<file path="src/rtl/regfile_wb_ctrl.sv">
// Writeback controller for the 32x32 register file: a small FIFO that drains into a registered write port.
// Build option: define REGWB_BYPASS_EN to forward pending write data instead of flagging hazards.
module regfile_wb_ctrl #(
    parameter int DEPTH   = 4,
    parameter int PTR_W   = 2,
    parameter bit DROP_R0 = 1'b1
) (
    input  logic             clk,
    input  logic             rst,
    input  logic             wb_valid,
    output logic             wb_ready,
    input  logic [4:0]       wb_addr,
    input  logic [31:0]      wb_data,
    input  logic             rf_hold,
    output logic             we,
    output logic [4:0]       waddr,
    output logic [31:0]      wdata,
    input  logic [4:0]       raddr1,
    input  logic [4:0]       raddr2,
    output logic             hazard1,
    output logic             hazard2,
    output logic             fwd_valid1,
    output logic [31:0]      fwd_data1,
    output logic             fwd_valid2,
    output logic [31:0]      fwd_data2,
    output logic [PTR_W:0]   pending
);

    logic [4:0]     addr_q [DEPTH];
    logic [4:0]     addr_d [DEPTH];
    logic [31:0]    data_q [DEPTH];
    logic [31:0]    data_d [DEPTH];
    logic [PTR_W-1:0] wr_ptr_q, wr_ptr_d, rd_ptr_q, rd_ptr_d;
    logic [PTR_W:0] count_q, count_d;
    logic           we_q, we_d;
    logic [4:0]     waddr_q, waddr_d;
    logic [31:0]    wdata_q, wdata_d;
    logic           push, store, pop;
    logic           match1, match2;
    logic [31:0]    fdata1, fdata2;

    // Ready depends only on current occupancy, so a full FIFO never passes through.
    assign wb_ready = ~rst & (count_q != (PTR_W+1)'(DEPTH));
    assign push     = wb_valid & wb_ready;
    assign store    = push & ~(DROP_R0 && (wb_addr == 5'd0));
    assign pop      = (count_q != '0) & ~rf_hold;

    always_comb begin
        addr_d   = addr_q;
        data_d   = data_q;
        wr_ptr_d = wr_ptr_q;
        rd_ptr_d = rd_ptr_q;
        count_d  = count_q + {{PTR_W{1'b0}}, store} - {{PTR_W{1'b0}}, pop};
        we_d     = pop;
        waddr_d  = waddr_q;
        wdata_d  = wdata_q;
        if (store) begin
            addr_d[wr_ptr_q] = wb_addr;
            data_d[wr_ptr_q] = wb_data;
            wr_ptr_d         = wr_ptr_q + 1'b1;
        end
        if (pop) begin
            waddr_d  = addr_q[rd_ptr_q];
            wdata_d  = data_q[rd_ptr_q];
            rd_ptr_d = rd_ptr_q + 1'b1;
        end
    end

    always_ff @(posedge clk) begin
        if (rst) begin
            wr_ptr_q <= '0;
            rd_ptr_q <= '0;
            count_q  <= '0;
            we_q     <= 1'b0;
            waddr_q  <= '0;
            wdata_q  <= '0;
        end else begin
            wr_ptr_q <= wr_ptr_d;
            rd_ptr_q <= rd_ptr_d;
            count_q  <= count_d;
            we_q     <= we_d;
            waddr_q  <= waddr_d;
            wdata_q  <= wdata_d;
        end
    end

    // Storage needs no reset: occupancy is tracked by the pointers and count.
    always_ff @(posedge clk) begin
        addr_q <= addr_d;
        data_q <= data_d;
    end

    // Scan oldest to newest after the output register so the youngest match wins.
    always_comb begin
        match1 = we_q && (waddr_q == raddr1);
        match2 = we_q && (waddr_q == raddr2);
        fdata1 = '0;
        fdata2 = '0;
`ifdef REGWB_BYPASS_EN
        if (match1) fdata1 = wdata_q;
        if (match2) fdata2 = wdata_q;
`endif
        for (int i = 0; i < DEPTH; i++) begin
            if ((PTR_W+1)'(i) < count_q) begin
                if (addr_q[rd_ptr_q + PTR_W'(i)] == raddr1) begin
                    match1 = 1'b1;
`ifdef REGWB_BYPASS_EN
                    fdata1 = data_q[rd_ptr_q + PTR_W'(i)];
`endif
                end
                if (addr_q[rd_ptr_q + PTR_W'(i)] == raddr2) begin
                    match2 = 1'b1;
`ifdef REGWB_BYPASS_EN
                    fdata2 = data_q[rd_ptr_q + PTR_W'(i)];
`endif
                end
            end
        end
        if (rst || raddr1 == 5'd0) match1 = 1'b0;
        if (rst || raddr2 == 5'd0) match2 = 1'b0;
    end

`ifdef REGWB_BYPASS_EN
    assign hazard1    = 1'b0;
    assign hazard2    = 1'b0;
    assign fwd_valid1 = match1;
    assign fwd_valid2 = match2;
    assign fwd_data1  = match1 ? fdata1 : 32'd0;
    assign fwd_data2  = match2 ? fdata2 : 32'd0;
`else
    assign hazard1    = match1;
    assign hazard2    = match2;
    assign fwd_valid1 = 1'b0;
    assign fwd_valid2 = 1'b0;
    assign fwd_data1  = fdata1;
    assign fwd_data2  = fdata2;
`endif

    assign we      = we_q;
    assign waddr   = waddr_q;
    assign wdata   = wdata_q;
    assign pending = rst ? '0 : count_q;

endmodule

</file>
<file path="config.mk">
export PLATFORM = sky130hd
export DESIGN_NAME = regfile_wb_ctrl
export DESIGN_NICKNAME = d
export VERILOG_FILES = /design/src/rtl/regfile_wb_ctrl.sv
export SDC_FILE = /design/constraint.sdc
export NUM_CORES = 1
export LEC_CHECK = 0
export CAP_MARGIN = 20
export CORE_MARGIN = 5
export CORE_UTILIZATION = 44
export DETAILED_ROUTE_END_ITERATION = 8
export PLACE_DENSITY_LB_ADDON = 0.08
export SLEW_MARGIN = 20
export SYNTH_ARGS = -nofsm -noshare
export SYNTH_HDL_FRONTEND = slang
export SYNTH_SLANG_ARGS = --single-unit
</file>
<file path="constraint.sdc">
create_clock -name clk -period 6.1 [get_ports clk]
set_input_delay 0.915 -clock clk [delete_from_list [all_inputs] [get_ports clk]]
set_output_delay 0.915 -clock clk [all_outputs]
set_load 0.005 [all_outputs]
</file>
==> results_dict.tcl <==
set metrics [dict create \
    fin_crit_ns 4.135 \
    syn_avg_cell_area_um2 14.83 \
    wl_mm 17.03 \
    path_class "reg -> out" \
    regArea_mm2 0.005350 \
    start_util_pct 44.41 \
    holdCritPathClass "reg -> reg" \
    gp_congestion 0.9584 \
    crit_chain "mux4_2 > xor2_1 > nor4_1 > nand3_1 > o311a_1 > a31oi_1 > clkdlybuf4s50_1" \
    synthCells 581 \
    grtUsageTotal_pct 15.48 \
    path_depth 7 \
    grt_pass1_vias 4800 \
    synth_edf_count 148 \
    syn2layout_area_growth_pct 17.03 \
    r2r_setup_slack_ns 3.11 \
    p_leak_nw 3.383 \
    fp-row-count 51 \
    hpwlAfterDp_mm 10.86 \
    multi_input_area_mm2 0.002810 \
    vias 4676 \
    tritoncts "built" \
    cts_buffers 17 \
    critPathArrivalTime_ns 3.22 \
    htreeDepth 4 \
    cap_viol_max_count 0 \
    antenna_found_initial 0 \
    clock_latency_ns 0.42 \
    finalHoldViolCount 0 \
    fill_cells 1676 \
    drive_above_1_share_pct 13.35 \
    critPathLaunch "rd_ptr_q[1]" \
    power.density_mw_per_mm2 365.1 \
    synth_area_mm2 0.008616 \
    cts_hold_buf 0 \
    diodes 0 \
    synthArstFlopShare_pct 0 \
    yosys.cell_types.count 34 \
    setup_viol 0 \
    core_area_mm2 0.01940 \
    postCtsSetupBuffers 0 \
    r2r_end "count_q[2]" \
    slowest_delay_ns 0.73 \
    cp.required_ns 5.18 \
    outcome "completed" \
    cp.buffers_inverters 1 \
    path_clk_slew_ns 0.07 \
    ff2ff_path_depth 11 \
    initialDrtViolationCount 274 \
    first_pass_iters 4 \
    grt_setup_unrepaired "no" \
    cp_slowest_cell "dfxtp_2" \
    synth_ff_type "edfxtp_1" \
    cp_max_fo 26 \
    ys_seq_area_share_pct 62.04 \
    cp-end-kind "output port" \
    cp_top_family "flip-flops" \
    wire_per_inst_um 18.13 \
    layout.nets 721 \
    fin_tns_setup_ns 0 \
    timing.rr.start "count_q[2]" \
    ctsLongestPathBuffers 2 \
    grt_max_degree 55 \
    dieArea_mm2 0.02248 \
    relSlewSlack_pct 28.11 \
    endpoint "hazard2" \
    clock-sinks 193 \
    via_per_inst 4.980 \
    die_h_um 149.9 \
    io_buffers 94 \
    cp-start-kind "flip-flop" \
    grt_overflow 0 \
    drv_slew 0 \
    timing.final.crit_share_pct 67.79 \
    holdWs_ns 0.4546 \
    synth_warnings 0 \
    cts_resized 0 \
    synth_seq_cells 193 \
    clockRootBuffer "clkbuf_16" \
    fin_worst_skew_ns 0.01066 \
    drc 0 \
    final_core_util_pct 51.98 \
    clock.fmax_ghz 0.2418 \
    ant_nets 0 \
    num_io_pins 161 \
    worstMarginPinSlew_ns 1.078 \
    ir_drop_uv 226.2 \
    die_w_um 149.9 \
    grt_pass1_wl_mm 26.16 \
]
## placed cells by master, fill, tap and decap left out, types with 2 or more instances in the layout
cell and count:
clkdlybuf4s50_1 93, mux4_1 8, clkinv_2 3, xor2_1 35
clkinvlp_4 2, inv_6 5, o311a_1 2, a31oi_1 5
clkbuf_16 17, conb_1 66, nor4_2 2, buf_4 3
dfxtp_1 43, nand3_1 5, nand4_1 2, and2_2 3
a21oi_1 38, xnor2_1 19, or4_1 2, nor4_1 6
nor2_1 9, o21bai_1 2, nand2_1 77, edfxtp_1 148
inv_8 3, nor3_1 2, inv_1 9, mux4_2 44
ha_1 8
## worst reg2reg max path: cells and delay by family (launching register included)
family | cells | cell delay (ns)
XOR/XNOR | 1 | 0.16
adder cells (fa/ha/maj) | 3 | 0.85
AND/OR/NAND/NOR | 3 | 0.75
buffers and inverters | 4 | 0.68
flip-flops | 1 | 0.42
## final cells by class
type | count | share of cell area (%)
flip-flops and latches | 193 | 53.06
repair buffers | 98 | 9.778
clock buffers | 17 | 4.219
multi-input cells | 342 | 27.87
clock inverters | 15 | 1.452
well taps | 265 | 3.288
inverters | 9 | 0.3350
## how the worst min path moves through the flow
stage	slack, ns	cells after the start	end	start
after floorplan	0.45	2	wdata[0]	wdata[0]
after global placement	0.45	2	wdata[23]	wdata[23]
after detailed placement	0.45	2	wdata[18]	wdata[18]
after CTS	0.46	2	wdata[18]	wdata[18]
after global routing	0.48	2	wdata[18]	wdata[18]
final	0.45	2	wdata[18]	wdata[18]
## Yosys cell counts, types with 2 or more instances
library cell  instances  area share [%]
mux4_1                8             2.4
mux4_2               44              12
xnor2_1              19             1.9
buf_2                 6            0.35
nor4_2                2            0.29
nor4_1                6            0.44
buf_4                66             5.8
nor3_1                2            0.12
nand2_1              77             3.4
buf_1                 2           0.087
o21bai_1              2            0.17
inv_1                 9            0.39
dfxtp_1              45              10
nand4_1               2            0.15
buf_6                 3            0.39
a21oi_1              38             2.2
o311a_1               2            0.23
ha_1                  8             1.2
and2_1                4            0.29
nor2_1                9            0.39
or4_1                 2            0.17
xor2_1               35             3.6
nand3_1               5            0.29
a31oi_1               5            0.36
edfxtp_1            148              52
clkbuf_1             24             1.0
## power breakdown
part | leakage (nW) | switching [mW] | internal, mW | total [mW]
clock | 0.281 | 0.501 | 0.576 | 1.08
sequential | 1.71 | 0.106 | 1.54 | 1.65
combinational | 1.39 | 0.450 | 0.503 | 0.953
total | 3.38 | 1.06 | 2.62 | 3.68
## routing by layer
metal,GRT usage [%],vias to the layer above,part of all wire (%)
li1,-,2157,-
met1,19.02,2368,42
met2,26.85,132,51
met3,3.907,19,5.2
met4,4.986,0,1.6
met5,0,-,0
## flip-flops by register name (all words and copies together), names as in the netlist
register	count
data_q	128
waddr	5
rd_ptr_q	2
count_q	3
we	1
addr_q	20
wdata	32
wr_ptr_q	2
## kinds of logic after synthesis
group / Yosys count / synth area share (%)
XOR/XNOR: 54 / 5.489
AND/OR/NAND/NOR: 113 / 5.780
adder cells (fa/ha/maj): 9 / 1.394
AO/OA/AOI/OAI: 48 / 3.064
buffers and inverters: 111 / 8.249
other: 1 / 0.04352
multiplexers: 52 / 13.94
flip-flops: 193 / 62.04
## stage by stage
stage	instance area, µm²	total power, mW	setup WS [ns]	instances
2_1_floorplan	8860	2.345	3.186	646
3_3_place_gp	9483	2.624	2.029	906
3_5_place_dp	9483	2.640	2.004	906
4_1_cts	10050	3.715	1.539	938
5_1_grt	10080	3.882	1.815	939
6_report	10080	3.681	1.965	939
(Power assumes the default switching activity.)
